**src/rtl/rob_queue_if.sv**
```systemverilog
// rob_queue_if: issue, writeback and commit signals of the reorder buffer
interface rob_queue_if #(
  parameter int DEPTH  = 8,
  parameter int NSRC   = 3,
  parameter int DATA_W = 32,
  parameter int ADDR_W = 32,
  parameter int REG_W  = 5,
  parameter int TAG_W  = $clog2(DEPTH)
);
  logic                   alloc_valid;
  logic [REG_W-1:0]       alloc_rd;
  logic                   alloc_ready;
  logic [TAG_W-1:0]       alloc_tag;
  logic [NSRC-1:0]        wb_valid;
  logic [NSRC*TAG_W-1:0]  wb_tag;
  logic [NSRC*DATA_W-1:0] wb_data;
  logic [NSRC-1:0]        wb_jump;
  logic [NSRC*ADDR_W-1:0] wb_target;
  logic                   cmt_valid;
  logic [REG_W-1:0]       cmt_rd;
  logic [DATA_W-1:0]      cmt_data;
  logic [TAG_W-1:0]       cmt_tag;
  logic                   pc_we;
  logic [ADDR_W-1:0]      pc_newpc;
  logic                   flush;
  logic [TAG_W:0]         count;
  logic                   empty;
  logic                   full;
  modport master (
    output alloc_valid, alloc_rd, wb_valid, wb_tag, wb_data, wb_jump, wb_target,
    input  alloc_ready, alloc_tag, cmt_valid, cmt_rd, cmt_data, cmt_tag,
           pc_we, pc_newpc, flush, count, empty, full
  );
  modport slave (
    input  alloc_valid, alloc_rd, wb_valid, wb_tag, wb_data, wb_jump, wb_target,
    output alloc_ready, alloc_tag, cmt_valid, cmt_rd, cmt_data, cmt_tag,
           pc_we, pc_newpc, flush, count, empty, full
  );
endinterface

```
**src/rtl/rob_queue.sv**
```systemverilog
// rob_queue: circular reorder buffer, out-of-order writeback, in-order commit; ROB_BYPASS_EN lets a head writeback commit in the same cycle
module rob_queue #(
  parameter int DEPTH  = 8,
  parameter int NSRC   = 3,
  parameter int DATA_W = 32,
  parameter int ADDR_W = 32,
  parameter int REG_W  = 5,
  parameter int TAG_W  = $clog2(DEPTH)
) (
  input logic       clk,
  input logic       rst,
  rob_queue_if.slave bus
);
  logic [DEPTH-1:0]  busy, done, jump_q;
  logic [REG_W-1:0]  rd_q   [DEPTH];
  logic [DATA_W-1:0] data_q [DEPTH];
  logic [ADDR_W-1:0] tgt_q  [DEPTH];
  logic [TAG_W-1:0]  head, tail;
  logic [DEPTH-1:0]  hit, hit_jump;
  logic [DATA_W-1:0] hit_data [DEPTH];
  logic [ADDR_W-1:0] hit_tgt  [DEPTH];
  logic              byp, commit, c_jump, alloc;
  logic [DATA_W-1:0] c_data;
  logic [ADDR_W-1:0] c_tgt;
  logic [TAG_W:0]    cnt_nx;
  // per-entry writeback selection; scanning channels downward lets the lowest index win
  always_comb begin
    hit = '0;
    hit_jump = '0;
    for (int i = 0; i < DEPTH; i++) begin
      hit_data[i] = '0;
      hit_tgt[i] = '0;
      for (int c = NSRC - 1; c >= 0; c--)
        if (bus.wb_valid[c] && bus.wb_tag[c*TAG_W +: TAG_W] == TAG_W'(i)) begin
          hit[i] = 1'b1;
          hit_jump[i] = bus.wb_jump[c];
          hit_data[i] = bus.wb_data[c*DATA_W +: DATA_W];
          hit_tgt[i] = bus.wb_target[c*ADDR_W +: ADDR_W];
        end
    end
  end
`ifdef ROB_BYPASS_EN
  assign byp = busy[head] && !done[head] && hit[head];
`else
  assign byp = 1'b0;
`endif
  assign commit = (busy[head] && done[head]) || byp;
  assign c_jump = done[head] ? jump_q[head] : hit_jump[head];
  assign c_data = done[head] ? data_q[head] : hit_data[head];
  assign c_tgt = done[head] ? tgt_q[head] : hit_tgt[head];
  assign bus.alloc_ready = !bus.full && !(commit && c_jump);
  assign bus.alloc_tag = tail;
  assign alloc = bus.alloc_valid && bus.alloc_ready;
  assign cnt_nx = (commit && c_jump) ? '0 : bus.count + (TAG_W+1)'(alloc) - (TAG_W+1)'(commit);
  // entry storage, pointers, commit outputs; a taken jump wipes the queue after the writeback updates
  always_ff @(posedge clk or negedge rst) begin
    if (!rst) begin
      busy <= '0;
      done <= '0;
      jump_q <= '0;
      rd_q <= '{default: '0};
      data_q <= '{default: '0};
      tgt_q <= '{default: '0};
      head <= '0;
      tail <= '0;
      bus.count <= '0;
      bus.empty <= 1'b1;
      bus.full <= 1'b0;
      bus.cmt_valid <= 1'b0;
      bus.cmt_rd <= '0;
      bus.cmt_data <= '0;
      bus.cmt_tag <= '0;
      bus.pc_we <= 1'b0;
      bus.pc_newpc <= '0;
      bus.flush <= 1'b0;
    end else begin
      bus.cmt_valid <= 1'b0;
      bus.pc_we <= 1'b0;
      bus.flush <= 1'b0;
      for (int i = 0; i < DEPTH; i++)
        if (hit[i] && busy[i] && !done[i] && !(byp && TAG_W'(i) == head)) begin
          done[i] <= 1'b1;
          data_q[i] <= hit_data[i];
          jump_q[i] <= hit_jump[i];
          tgt_q[i] <= hit_tgt[i];
        end
      if (commit) begin
        bus.cmt_valid <= 1'b1;
        bus.cmt_rd <= rd_q[head];
        bus.cmt_data <= c_data;
        bus.cmt_tag <= head;
        busy[head] <= 1'b0;
        done[head] <= 1'b0;
        head <= head + 1'b1;
        if (c_jump) begin
          bus.pc_we <= 1'b1;
          bus.pc_newpc <= c_tgt;
          bus.flush <= 1'b1;
          busy <= '0;
          done <= '0;
          tail <= head + 1'b1;
        end
      end
      if (alloc) begin
        busy[tail] <= 1'b1;
        done[tail] <= 1'b0;
        rd_q[tail] <= bus.alloc_rd;
        tail <= tail + 1'b1;
      end
      bus.count <= cnt_nx;
      bus.empty <= cnt_nx == '0;
      bus.full <= cnt_nx == (TAG_W+1)'(DEPTH);
    end
  end
endmodule

```
**src/flat_wrapper.sv**
```systemverilog
// flat-port wrapper written by rule: the top's interface ports become plain ports
module rob_queue_flat 
#(
  parameter int DEPTH  = 8,
  parameter int NSRC   = 3,
  parameter int DATA_W = 32,
  parameter int ADDR_W = 32,
  parameter int REG_W  = 5,
  parameter int TAG_W  = $clog2(DEPTH)
)
  (clk, rst, bus_alloc_valid, bus_alloc_rd, bus_wb_valid, bus_wb_tag, bus_wb_data, bus_wb_jump, bus_wb_target, bus_alloc_ready, bus_alloc_tag, bus_cmt_valid, bus_cmt_rd, bus_cmt_data, bus_cmt_tag, bus_pc_we, bus_pc_newpc, bus_flush, bus_count, bus_empty, bus_full);
  rob_queue_if #(.DEPTH(DEPTH), .NSRC(NSRC), .DATA_W(DATA_W), .ADDR_W(ADDR_W), .REG_W(REG_W), .TAG_W(TAG_W)) bus_i ();
  input logic clk;
  input logic rst;
  input wire logic [$bits(bus_i.alloc_valid)-1:0] bus_alloc_valid;
  input wire logic [$bits(bus_i.alloc_rd)-1:0] bus_alloc_rd;
  input wire logic [$bits(bus_i.wb_valid)-1:0] bus_wb_valid;
  input wire logic [$bits(bus_i.wb_tag)-1:0] bus_wb_tag;
  input wire logic [$bits(bus_i.wb_data)-1:0] bus_wb_data;
  input wire logic [$bits(bus_i.wb_jump)-1:0] bus_wb_jump;
  input wire logic [$bits(bus_i.wb_target)-1:0] bus_wb_target;
  output wire logic [$bits(bus_i.alloc_ready)-1:0] bus_alloc_ready;
  output wire logic [$bits(bus_i.alloc_tag)-1:0] bus_alloc_tag;
  output wire logic [$bits(bus_i.cmt_valid)-1:0] bus_cmt_valid;
  output wire logic [$bits(bus_i.cmt_rd)-1:0] bus_cmt_rd;
  output wire logic [$bits(bus_i.cmt_data)-1:0] bus_cmt_data;
  output wire logic [$bits(bus_i.cmt_tag)-1:0] bus_cmt_tag;
  output wire logic [$bits(bus_i.pc_we)-1:0] bus_pc_we;
  output wire logic [$bits(bus_i.pc_newpc)-1:0] bus_pc_newpc;
  output wire logic [$bits(bus_i.flush)-1:0] bus_flush;
  output wire logic [$bits(bus_i.count)-1:0] bus_count;
  output wire logic [$bits(bus_i.empty)-1:0] bus_empty;
  output wire logic [$bits(bus_i.full)-1:0] bus_full;
  assign bus_i.alloc_valid = bus_alloc_valid;
  assign bus_i.alloc_rd = bus_alloc_rd;
  assign bus_i.wb_valid = bus_wb_valid;
  assign bus_i.wb_tag = bus_wb_tag;
  assign bus_i.wb_data = bus_wb_data;
  assign bus_i.wb_jump = bus_wb_jump;
  assign bus_i.wb_target = bus_wb_target;
  assign bus_alloc_ready = bus_i.alloc_ready;
  assign bus_alloc_tag = bus_i.alloc_tag;
  assign bus_cmt_valid = bus_i.cmt_valid;
  assign bus_cmt_rd = bus_i.cmt_rd;
  assign bus_cmt_data = bus_i.cmt_data;
  assign bus_cmt_tag = bus_i.cmt_tag;
  assign bus_pc_we = bus_i.pc_we;
  assign bus_pc_newpc = bus_i.pc_newpc;
  assign bus_flush = bus_i.flush;
  assign bus_count = bus_i.count;
  assign bus_empty = bus_i.empty;
  assign bus_full = bus_i.full;
  rob_queue #(.DEPTH(DEPTH), .NSRC(NSRC), .DATA_W(DATA_W), .ADDR_W(ADDR_W), .REG_W(REG_W), .TAG_W(TAG_W)) u_core (.clk(clk), .rst(rst), .bus(bus_i));
endmodule
```
**config.mk**
```make
export PLATFORM = sky130hd
export DESIGN_NAME = rob_queue_flat
export DESIGN_NICKNAME = d
export VERILOG_FILES = /design/src/rtl/rob_queue_if.sv /design/src/rtl/rob_queue.sv /design/src/flat_wrapper.sv
export SDC_FILE = /design/constraint.sdc
export NUM_CORES = 2
export LEC_CHECK = 0
export CAP_MARGIN = 20
export CORE_UTILIZATION = 45
export DETAILED_ROUTE_END_ITERATION = 7
export HOLD_SLACK_MARGIN = 0.12
export PLACE_DENSITY = 0.79
export SLEW_MARGIN = 30
export SYNTH_ARGS = -nofsm -noshare
export SYNTH_HDL_FRONTEND = slang
export SYNTH_SLANG_ARGS = --single-unit
export TNS_END_PERCENT = 20
```
**constraint.sdc**
```tcl
create_clock -name clk -period 3.01 [get_ports clk]
set_input_delay 0.7525 -clock clk [delete_from_list [all_inputs] [get_ports clk]]
set_output_delay 0.7525 -clock clk [all_outputs]
set_load 0.01 [all_outputs]
```
==> flow_summary_export.csv <==
group,metric,value,unit
run_status,status,"finished with violations",
run_status,violations,"DRC, setup timing",
placement,finalWeightedCongestion,0.9595,
sta,slew_viol_final,0,
power_and_ir_drop,p_leak,18.31,nW
grt,antenna_found_initial,38,
routing,routedWlPerCell,31.02,um
yosys,postSynth.asyncResetShare,100.0,%
grt,grt_max_degree,91,
floorplan,num_rows,105,
clocking,cts.sink_count,662,
critical_path,r2r_start,"u_core.head[1]",
placement,numPortBuffers,299,
placement,dpl.hpwl,94760,um
critical_path,cp_max_fo,4,
layout,drive_above_1_share,13.25,%
yosys,synth_top_area_share,43.91,%
yosys,yosys_most_used_dff,"dfrtp_1",
routing,drcViolationCount,4,
layout,multi_input_area,19100,sq um
sta,timing.final.crit_share,109.2,%
sta,setup_violations,4,
power_and_ir_drop,power_density,899.4,nW/um^2
floorplan,num_io_pins,300,
critical_path,start_kind,"flip-flop",
placement,dp_cells,5173,
routing,drt_first_iter_violations,7111,
sta,hold_viol,0,
grt,grt_pass1_vias,37890,
job,maxCapViolCount,0,
yosys,synth.most_common_cell,"o21ai_0",
grt,grt-ovfl-total,0,
yosys,synthCells,4151,
clocking,root_buffer,"clkbuf_16",
power_and_ir_drop,vdd_drop_max,0.7987,mV
critical_path,critical_path_class,"flip-flop to output pin",
clocking,ctsHtreeMaxLevel,3,
routing,drtAntennaViolNets,0,
floorplan,fp.coreArea,82500,sq um
critical_path,r2r_slack,-0.08,ns
floorplan,die-area,84870,sq um
layout,nets,4408,
routing,drt-total-wl,165600,um
layout,seq_area,16580,sq um
sta,finalCriticalPeriod,3.286,ns
critical_path,worst_ep_arrival_time,2.53,ns
sta,relSlewSlack,34.20,%
clocking,cts_buffer_depth,3,
layout,area_growth,20.52,%
critical_path,required,2.26,ns
yosys,synth_edf_count,0,
yosys,synth_area_leaders,"dfrtp_1, o21ai_0, a221o_1, nand2_1, clkbuf_1",
sta,finalClockSkew,0.03283,ns
yosys,syn_nets,4373,
floorplan,chipWidth,291.3,um
critical_path,critical_path.endpoint_type,"output pin",
grt,grt_pass1_wl,244900,um
floorplan,initial_core_util,45.66,%
yosys,ys_types,70,
routing,vias,39040,
critical_path,r2r_end,"u_core.bus.full",
yosys,synth_seq_area_share,43.98,%
clocking,cts_tree,"yes",
yosys,synth_area,37670,sq um
clocking,postCtsHoldBufs,0,
yosys,synth.avg_cell_area,9.075,sq um
yosys,synth_area_leader_cell,"dfrtp_1",
layout,fin_cells,5338,
yosys,synth_common_cells,"o21ai_0, dfrtp_1, nand2_1",
layout,fillers,7139,
sta,max_clock_freq,304.3,MHz
routing,viasPerCell,7.314,
sta,worst_slack,-0.2760,ns
clocking,clock_latency,0.64,ns
sta,worstMarginPinSlew,0.9870,ns
clocking,clk_pin_slew,0.06,ns
sta,setup_tns,-0.4067,ns
sta,rsz0062_at_grt,"true",
clocking,numCtsBuffers,72,
yosys,yosysWarnings,0,
yosys,synth-seq-cells,662,
floorplan,die_h,291.3,um
critical_path,reg2reg_depth,14,
routing,dr.pass1.iters,8,
min_path,hp-class,"input port to async pin",
grt,grt_usage,38.22,%
## routing by layer
| layer | vias up | share of wire (%) | GRT usage [%] |
|---|---|---|---|
| met5 | - | 0.13 | 0.2269 |
| met4 | 36 | 7.5 | 25.01 |
| met3 | 1125 | 17 | 16.10 |
| met2 | 3823 | 42 | 54.61 |
| met1 | 18320 | 34 | 47.09 |
| li1 | 15740 | - | - |
## metrics by stage
step / worst slack [ns] / power, mW / area, sq um / hold WS, ns / utilization (%)
2_1_floorplan: -0.1522 / 23.44 / 37710 / 0.4418 / -
3_3_place_gp: 0.03935 / 29.84 / 42750 / 0.4549 / 51.81
3_5_place_dp: -0.02928 / 30.45 / 42750 / 0.4645 / 51.81
4_1_cts: -0.2537 / 39.84 / 45270 / 0.1684 / 54.87
5_1_grt: -0.3107 / 42.35 / 45380 / 0.1835 / 55.00
6_report: -0.2760 / 40.83 / 45400 / 0.1564 / 55.03
## cells in the final DEF (no fill, tap or decap), types with 6 or more instances in the layout
cell type	n
o21ai_1	29
a221oi_1	58
buf_4	145
clkbuf_8	15
mux2_2	102
mux2_1	7
mux4_2	34
buf_6	6
clkbuf_1	18
a31oi_1	24
clkbuf_16	76
nor2_4	7
nor2_1	73
inv_1	10
mux2i_1	49
buf_12	83
nand3b_1	6
a22o_1	20
o22ai_1	16
clkdlybuf4s50_1	297
nand3_1	10
nand2_1	620
a221o_1	531
diode_2	25
a21oi_1	39
o21ai_0	1089
dfrtp_1	658
a211oi_1	11
nor3_1	6
a22oi_1	45
clkinv_2	13
## power breakdown
| group | total [mW] | switching [mW] | internal, mW |
|---|---|---|---|
| logic | 16.9 | 10.2 | 6.73 |
| clock network | 9.32 | 3.89 | 5.43 |
| registers | 14.6 | 2.20 | 12.4 |
## sequential cells by signal, indices dropped and copies added, names as in the netlist
register	cells
u_core.bus.alloc_tag	3
u_core.bus.cmt_data	32
u_core.bus.cmt_rd	5
u_core.bus.cmt_tag	3
u_core.bus.cmt_valid	1
u_core.bus.count	4
u_core.bus.empty	1
u_core.bus.full	1
u_core.bus.pc_newpc	32
u_core.bus.pc_we	1
u_core.busy	8
u_core.data_q	256
u_core.done	8
u_core.head	3
u_core.jump_q	8
u_core.rd_q	40
u_core.tgt_q	256
## logic make-up (layout without fill, tap and decap cells)
family                     Yosys count  after routing  share of synthesized area (%)
and+or+nand+nor                    786            786                          8.563
xor gates and xnor gates             8              8                         0.1860
DFF                                662            662                          43.98
AOI/OAI and AO/OA                 1909           1909                          34.24
other                                0             25                              0
buffers and inverters              587            679                          6.185
adders and majority gates            7              7                         0.2524
muxes                              192            192                          6.593
## how the worst max path moves through the flow
stage	start	to	slack (ns)	cells past startpoint
after floorplan	u_core.head[1]	u_core.bus.full	-0.15	15
after global placement	u_core.head[1]	bus_alloc_ready	0.04	8
after detailed placement	bus_wb_tag[7]	u_core.tgt_q[204]	-0.03	7
after CTS	u_core.head[1]	bus_alloc_ready	-0.25	9
after global routing	u_core.head[1]	bus_alloc_ready	-0.31	9
final	u_core.head[1]	bus_alloc_ready	-0.28	9
## final cells by class
class | count | share of cell area, %
multi-input cells | 2902 | 42.07
flip-flops and latches | 662 | 36.52
repair buffers | 533 | 12.82
clock buffers | 109 | 4.792
well taps | 1070 | 2.949
clock inverters | 22 | 0.5650
inverters | 15 | 0.1461
diodes | 25 | 0.1378
## worst max-delay path, cell delays in order, from the launching register on
cell and delay (ns):
dfrtp_4 0.50, buf_6 0.14, nor2b_4 0.12, a22o_1 0.22, or4_4 0.56, inv_4 0.09
nand2_4 0.06, clkinv_4 0.06, nor2_4 0.03, buf_6 0.12
## what timing repair did
action | 4_1_cts | 5_1_grt
buffers inserted | 7 | 5
pin swaps | 6 | 6
endpoints found under the setup margin | 2 | 32
gates cloned | 0 | 0
resized for setup | 14 | 13
Note: power is estimated with default switching activity, not from simulation.
